===== src/rtl/axis_axi_write_arbiter_pkg.sv =====
// Shared definitions for the two-source AXI4-Stream to AXI4-Lite write arbiter.
package axis_axi_write_arbiter_pkg;

  // Transaction sequencing: wait for a word, run AW/W, collect B.
  typedef enum logic [1:0] {
    ST_IDLE = 2'd0,
    ST_REQ  = 2'd1,
    ST_RESP = 2'd2
  } state_t;

  localparam logic [1:0] RESP_OKAY = 2'b00;

  // Round-robin pick between two requesters. A lone requester always wins;
  // on a tie the source that did not own the last transaction wins.
  function automatic logic rr_select(input logic req0, input logic req1,
                                     input logic last_grant);
    return (req0 && req1) ? ~last_grant : req1;
  endfunction

endpackage


===== src/rtl/axis_axi_write_arbiter.sv =====
// Two AXI4-Stream sources share one AXI4-Lite write master. Each accepted
// word becomes a single-beat write to the source's fixed address; only one
// transaction is in flight at a time.
module axis_axi_write_arbiter
  import axis_axi_write_arbiter_pkg::*;
#(
  parameter int unsigned AXI_DATA_WIDTH = 32,
  parameter int unsigned AXI_ADDR_WIDTH = 16,
  parameter int unsigned ADDR0          = 0,
  parameter int unsigned ADDR1          = 4
) (
  input  logic                          aclk,
  input  logic                          areset,

  input  logic [AXI_DATA_WIDTH-1:0]     s0_axis_tdata,
  input  logic                          s0_axis_tvalid,
  output logic                          s0_axis_tready,
  input  logic [AXI_DATA_WIDTH-1:0]     s1_axis_tdata,
  input  logic                          s1_axis_tvalid,
  output logic                          s1_axis_tready,

  output logic [AXI_ADDR_WIDTH-1:0]     m_axi_awaddr,
  output logic                          m_axi_awvalid,
  input  logic                          m_axi_awready,
  output logic [AXI_DATA_WIDTH-1:0]     m_axi_wdata,
  output logic [AXI_DATA_WIDTH/8-1:0]   m_axi_wstrb,
  output logic                          m_axi_wvalid,
  input  logic                          m_axi_wready,
  input  logic [1:0]                    m_axi_bresp,
  input  logic                          m_axi_bvalid,
  output logic                          m_axi_bready,

  output logic                          busy,
  output logic                          grant,
  output logic [1:0]                    err
);

  state_t state;
  logic   sel;
  logic   any_req;
  logic   aw_done;
  logic   w_done;

  // Requester selection and channel-completion terms used by the FSM.
  // NOTE: every signal driven here gets a value on every path, so no latch can form.
  always_comb begin
    any_req = s0_axis_tvalid | s1_axis_tvalid;
    sel     = rr_select(s0_axis_tvalid, s1_axis_tvalid, grant);
    // A channel counts as done if it already finished or finishes this cycle.
    aw_done = ~m_axi_awvalid | m_axi_awready;
    w_done  = ~m_axi_wvalid  | m_axi_wready;
  end

  // Only the selected source sees tready, and only while idle.
  assign s0_axis_tready = (state == ST_IDLE) & s0_axis_tvalid & ~sel;
  assign s1_axis_tready = (state == ST_IDLE) & s1_axis_tvalid &  sel;

  assign m_axi_wstrb = '1;
  assign busy        = (state != ST_IDLE);

  // Transaction FSM with registered AXI outputs and sticky error flags.
  // NOTE: sequential state uses non-blocking assignments so every register
  // samples the pre-edge values of the others.
  always_ff @(posedge aclk or posedge areset) begin
    if (areset) begin
      state         <= ST_IDLE;
      m_axi_awaddr  <= '0;
      m_axi_awvalid <= 1'b0;
      m_axi_wdata   <= '0;
      m_axi_wvalid  <= 1'b0;
      m_axi_bready  <= 1'b0;
      grant         <= 1'b1;   // source 0 wins the first tie
      err           <= 2'b00;
    end else begin
      unique case (state)
        ST_IDLE: begin
          if (any_req) begin
            m_axi_wdata   <= sel ? s1_axis_tdata : s0_axis_tdata;
            m_axi_awaddr  <= sel ? AXI_ADDR_WIDTH'(ADDR1) : AXI_ADDR_WIDTH'(ADDR0);
            grant         <= sel;
            m_axi_awvalid <= 1'b1;
            m_axi_wvalid  <= 1'b1;
            state         <= ST_REQ;
          end
        end
        ST_REQ: begin
          // AW and W retire independently; a low valid is unaffected.
          if (m_axi_awready) m_axi_awvalid <= 1'b0;
          if (m_axi_wready)  m_axi_wvalid  <= 1'b0;
          if (aw_done && w_done) begin
            m_axi_bready <= 1'b1;
            state        <= ST_RESP;
          end
        end
        ST_RESP: begin
          if (m_axi_bvalid && m_axi_bready) begin
            m_axi_bready <= 1'b0;
            state        <= ST_IDLE;
            if (m_axi_bresp != RESP_OKAY) err[grant] <= 1'b1;
          end
        end
        default: state <= ST_IDLE;
      endcase
    end
  end

endmodule


===== config.mk =====
export PLATFORM = sky130hd
export DESIGN_NAME = axis_axi_write_arbiter
export DESIGN_NICKNAME = d
export VERILOG_FILES = /design/src/rtl/axis_axi_write_arbiter_pkg.sv /design/src/rtl/axis_axi_write_arbiter.sv
export SDC_FILE = /design/constraint.sdc
export NUM_CORES = 1
export LEC_CHECK = 0
export BUFFER_PORTS_ARGS = -buffer_cell sky130_fd_sc_hd__buf_2
export CORE_ASPECT_RATIO = 1.25
export CORE_MARGIN = 8
export CORE_UTILIZATION = 45
export CTS_BUF_LIST = sky130_fd_sc_hd__clkbuf_16
export DETAILED_ROUTE_END_ITERATION = 6
export PLACE_DENSITY = 0.84
export SLEW_MARGIN = 40
export SYNTH_ARGS = -nofsm -noshare
export SYNTH_HDL_FRONTEND = slang
export SYNTH_SLANG_ARGS = --single-unit

===== constraint.sdc =====
create_clock -name aclk -period 2.3 [get_ports aclk]
set_input_delay 0.23 -clock aclk [delete_from_list [all_inputs] [get_ports aclk]]
set_output_delay 0.23 -clock aclk [all_outputs]
set_load 0.02 [all_outputs]

== Yosys cells after proc, flatten, opt, wreduce, memory -nomap -nowiden ==
Index checks and enable logic that the tools add are counted.

* Register bits after elaboration: 56
* Latch bits: 0
* Memory bits (writable): 0
* Memory bits (read-only): 0
* Output and inout bits: 61
* Word-level logic and storage cells: 61
* Memories kept: 0

* Add/sub/neg operators: 0
* Multiply operators: 0
* Divide/modulo/power cells: 0
* Magnitude comparators: 2
* Eq/ne operators: 7
* Shift operators: 0
* Multiplexer cells: 17
* Bitwise gates (word level): 12
* Reductions and logical operators: 15

{| class="wikitable"
|+ Operators with widths
! cell !! count
|-
| 2-to-1 mux 32 bit || 1
|-
| AND reduction 3 bit || 5
|-
| != test 2 bit (second input constant) || 5
|-
| nonzero test 2 bit || 4
|-
| 2-to-1 mux 1 bit || 7
|-
| 2-to-1 mux 2 bit || 3
|-
| case mux 1 bit (2 select lines) || 3
|-
| case mux 2 bit (3 select lines) || 1
|-
| bitwise AND 1 bit || 4
|-
| logical AND 1 bit || 4
|-
| inverter 1 bit || 4
|-
| 2-to-1 mux 3 bit || 1
|-
| OR 1 bit || 3
|-
| == test 2 x 1 -> 1 bit (second input constant) || 1
|-
| == test 2 bit (second input constant) || 1
|-
| zero test 2 bit || 1
|-
| less-than comparator 1 x 2 -> 1 bit (second input constant) || 1
|-
| OR 2 bit || 1
|-
| AND reduction 2 bit || 1
|-
| demux 1 bit (select 1 bit) || 1
|-
| >= comparator 1 bit (second input constant) || 1
|}

== Longest topological paths before layout ==
* Depth after elaboration: 5
* Gate-level depth with buffers: 5
* Gate-level depth less buffers: 3

== Worst setup path after synthesis ==
No wires, ideal clock.

* Path kind: flip-flop to flip-flop
* From: register grant
* To: register m_axi_wdata[29]
* Data arrival time: 1,564 ps
* Setup slack: 611 ps
* Stages on the path, launching flop included: 6
* Buffers on the path: 2
* Period minus slack after synthesis: 1,689 ps
* Path through: dfstp_2 > a21bo_1 > buf_6 > buf_8 > mux2_4 > mux2_4

* Cells in the longest elaborated chain, start to end: 3

{| class="wikitable"
|+ Ends and longest elaborated chain
! element !! line !! RTL
|-
| start: declaration || axis_axi_write_arbiter.sv:34 || <nowiki>output logic grant,</nowiki>
|-
| start signal: assignment || axis_axi_write_arbiter.sv:80 || <nowiki>grant <= sel;</nowiki>
|-
| inverter 1 bit || axis_axi_write_arbiter_pkg.sv:17 || <nowiki>return (req0 && req1) ? ~last_grant : req1;</nowiki>
|-
| 2-to-1 mux 1 bit || axis_axi_write_arbiter_pkg.sv:17 ||
|-
| 2-to-1 mux 32 bit || axis_axi_write_arbiter.sv:78 || <nowiki>m_axi_wdata <= sel ? s1_axis_tdata : s0_axis_tdata;</nowiki>
|-
| end signal: assignment || axis_axi_write_arbiter.sv:78 ||
|-
| end: declaration || axis_axi_write_arbiter.sv:25 || <nowiki>output logic [AXI_DATA_WIDTH-1:0] m_axi_wdata,</nowiki>
|}

No other way between the ends.
A chain may end at the register's enable or synchronous reset.

== Worst setup path after layout ==
* From: register grant
* To: output s0_axis_tready

* Cells in the longest elaborated chain, start to end: 4

{| class="wikitable"
|+ Ends and longest elaborated chain
! element !! line !! RTL
|-
| inverter 1 bit || axis_axi_write_arbiter_pkg.sv:17 ||
|-
| 2-to-1 mux 1 bit || axis_axi_write_arbiter_pkg.sv:17 ||
|-
| inverter 1 bit || axis_axi_write_arbiter.sv:55 || <nowiki>assign s0_axis_tready = (state == ST_IDLE) & s0_axis_tvalid & ~sel;</nowiki>
|-
| bitwise AND 1 bit || axis_axi_write_arbiter.sv:55 ||
|-
| end: declaration || axis_axi_write_arbiter.sv:17 || <nowiki>output logic s0_axis_tready,</nowiki>
|}

No other way between the ends.

==> run summary <==
status = finished clean
grt met2 use = 0.231
routability-driven placement congestion ratio = 0.684
clock sink total = 41
clk_skew = 0.00767 ns
post-synth top area share = 0.417
CP max FO = 16
total track usage = 0.141
initial DRC count = 36
CP required = 2.07 ns
clock slew at reported path FFs = 0.05 ns
max-slew violation count = 0
I/O pin count = 134
library cells used by synthesis = 27
Tmin final = 1.88 ns
synthesized flop and latch total = 41
final net count = 358
GR Layer Usage met1 = 0.170
Vias = 1,631
area of the core = 0.00512 mm²
top cells by count, synth = mux2_4, dfrtp_1, buf_4, mux2_2, inv_1
dpl hpwl = 4.55 mm
DRC violations left = 0
Fin Setup TNS = 0 ns
post-route antenna net violation count = 0
yosys warns = 0
port buffer count = 114
number of global-route vias before repair = 1,857
chip height = 97.7 µm
CP Class = reg2out
Slowest cell on crit path = dfstp_2
final worst path period share = 0.816
register area = 0.00103 mm²
Pre-antenna DRT Iters = 4
sequential-to-total area share from yosys stat = 0.428
clk buf depth = 2
Mapped Avg Cell Area = 14.3 µm²
ant diodes = 0
area delta synth->final = 26.6%
layout cell share with drive strength beyond 1 = 0.681
Chip Width = 81.3 µm
Total Power = 4.04 mW
fmax = 533 MHz
Starting Density = 0.469
pin count of the biggest net entering global routing = 29
hold crit path type = in2reg
routing usage on met3 = 0.0426
Max-cap violations = 0
first-pass GRT wire length = 8.93 mm
crit-path cells = a21bo_2, buf_4, and3_1, buf_2
Synth Flop Type = dfrtp_1
final setup vio count = 0
Synth area leader = dfrtp_1
Cells after Synth = 168
mapped cell area = 0.00240 mm²
post-CTS setup repair buffer count = 0
vias per cell = 4.70
Rows = 29
Worst path max stage delay = 0.58 ns
global route hottest layer = met2
Remaining Overflow, GRT = 0
leading cell type by number of instances after synthesis = mux2_4
Pleak = 1.67 nW
DRT Wirelength = 5.68 mm
ranking of synthesized cells by area = dfrtp_1, mux2_4, buf_4
CTS root buf = clkbuf_16
worst endpoint data arrival time = 1.65 ns
final hold violation count = 0
DR WL/cell = 16.4 µm
dpl cell area = 0.00290 mm²
Die Area = 0.00794 mm²
crit end category = output pin
H-tree levels = 2
crit path launch type = flop
Filler Cells Inserted = 440
area taken by multi-input logic gates = 0.00115 mm²
initial antenna violation count = 0
peak supply drop = 0.000698 V
CTS tree = built
CTS Buf Count = 5
RSZ-0062 raised after global routing = no
final instance area = 0.00304 mm²
power per cell area = 1330 mW/mm²
share of synthesized flip-flops with an asynchronous set or reset = 1.00
Clk Latency, worst-skew pair = 0.27 ns
number of flops mapped to enable cells by yosys = 0
final core utilization = 0.594
power breakdown:
| group | internal, mW | switching (mW) |
|---|---|---|
| registers | 1.09 | 0.218 |
| clock network | 0.387 | 0.241 |
| logic | 1.03 | 1.08 |
final cells by class:
| type | instances | area share |
|---|---|---|
| inverter | 8 | 0.0103 |
| multi-input combinational | 109 | 0.379 |
| timing repair buffer | 120 | 0.203 |
| sequential | 41 | 0.338 |
| clock inverter | 2 | 0.00247 |
| clock buffer | 5 | 0.0412 |
| tap | 62 | 0.0255 |
sequential cells by signal, summed over array words and instances (netlist names):
register / cells
m_axi_awvalid: 1
m_axi_wvalid: 1
grant: 1
m_axi_bready: 1
m_axi_wdata: 32
m_axi_awaddr: 1
err: 2
state: 2
metal layers:
layer / part of all wire / vias to the layer above
li1: - / 777
met1: 0.39 / 774
met2: 0.50 / 74
met3: 0.098 / 6
met4: 0.010 / 0
met5: 0 / -
logic make-up after synthesis:
family                 count (synthesis)  share of synthesized area
muxes                                 64                      0.385
and+or+nand+nor                       10                     0.0219
other                                  2                    0.00313
buffers and inverters                 35                      0.119
AOI/OAI and AO/OA                     16                     0.0438
DFF                                   41                      0.428
cells in the final DEF, fill, tap and decap left out, types with 2 or more instances in the layout:
cell,Yosys,final
a21o_1,2,2
a21oi_1,4,4
dfrtp_1,40,40
or2_2,2,2
clkbuf_16,0,5
o22ai_1,2,2
nor2_1,4,4
o21ai_0,2,2
conb_1,2,19
inv_1,8,8
buf_2,0,114
mux2_4,54,54
mux2_2,10,10
buf_4,20,5
path summary, 6_finish.rpt:
path	startpoint	to	slack [ns]	depth (start not counted)
min in group asynchronous	areset	m_axi_wdata[28]$_DFFE_PP0P_	0.51	3
worst max register to register	grant$_DFFE_PP1P_	m_axi_wdata[18]$_DFFE_PP0P_	0.51	4
worst max-delay path	grant$_DFFE_PP1P_	s0_axis_tready	0.42	4
max in group asynchronous	areset	m_axi_wdata[8]$_DFFE_PP0P_	1.24	4
worst min-delay path	s0_axis_tvalid	grant$_DFFE_PP1P_	0.17	2
worst min register to register	err[1]$_DFFE_PP0P_	err[1]$_DFFE_PP0P_	0.46	1
worst max-delay path, delay by kind of cell, from the launching register on:
| kind | cells | cell delay, ns |
|---|---|---|
| flops | 1 | 0.58 |
| buf+inv | 2 | 0.44 |
| simple gates | 1 | 0.20 |
| compound gates | 1 | 0.15 |
through the flow:
| stage | std cells | hold WS [ns] | setup slack (ns) |
|---|---|---|---|
| after global routing | 347 | 0.168 | 0.343 |
| after CTS | 347 | 0.164 | 0.401 |
| after detailed placement | 339 | 0.266 | 0.515 |
| final | 347 | 0.167 | 0.424 |
| after global placement | 339 | 0.376 | 0.562 |
| after floorplan | 185 | 0.300 | 0.611 |
repair_timing:
item                                    CTS  global route
endpoints found under the setup margin    0             0
hold buffers                              1             0
gates resized for setup                   0             0
hold endpoints to repair                 26             0
(Power assumes the default switching activity.)
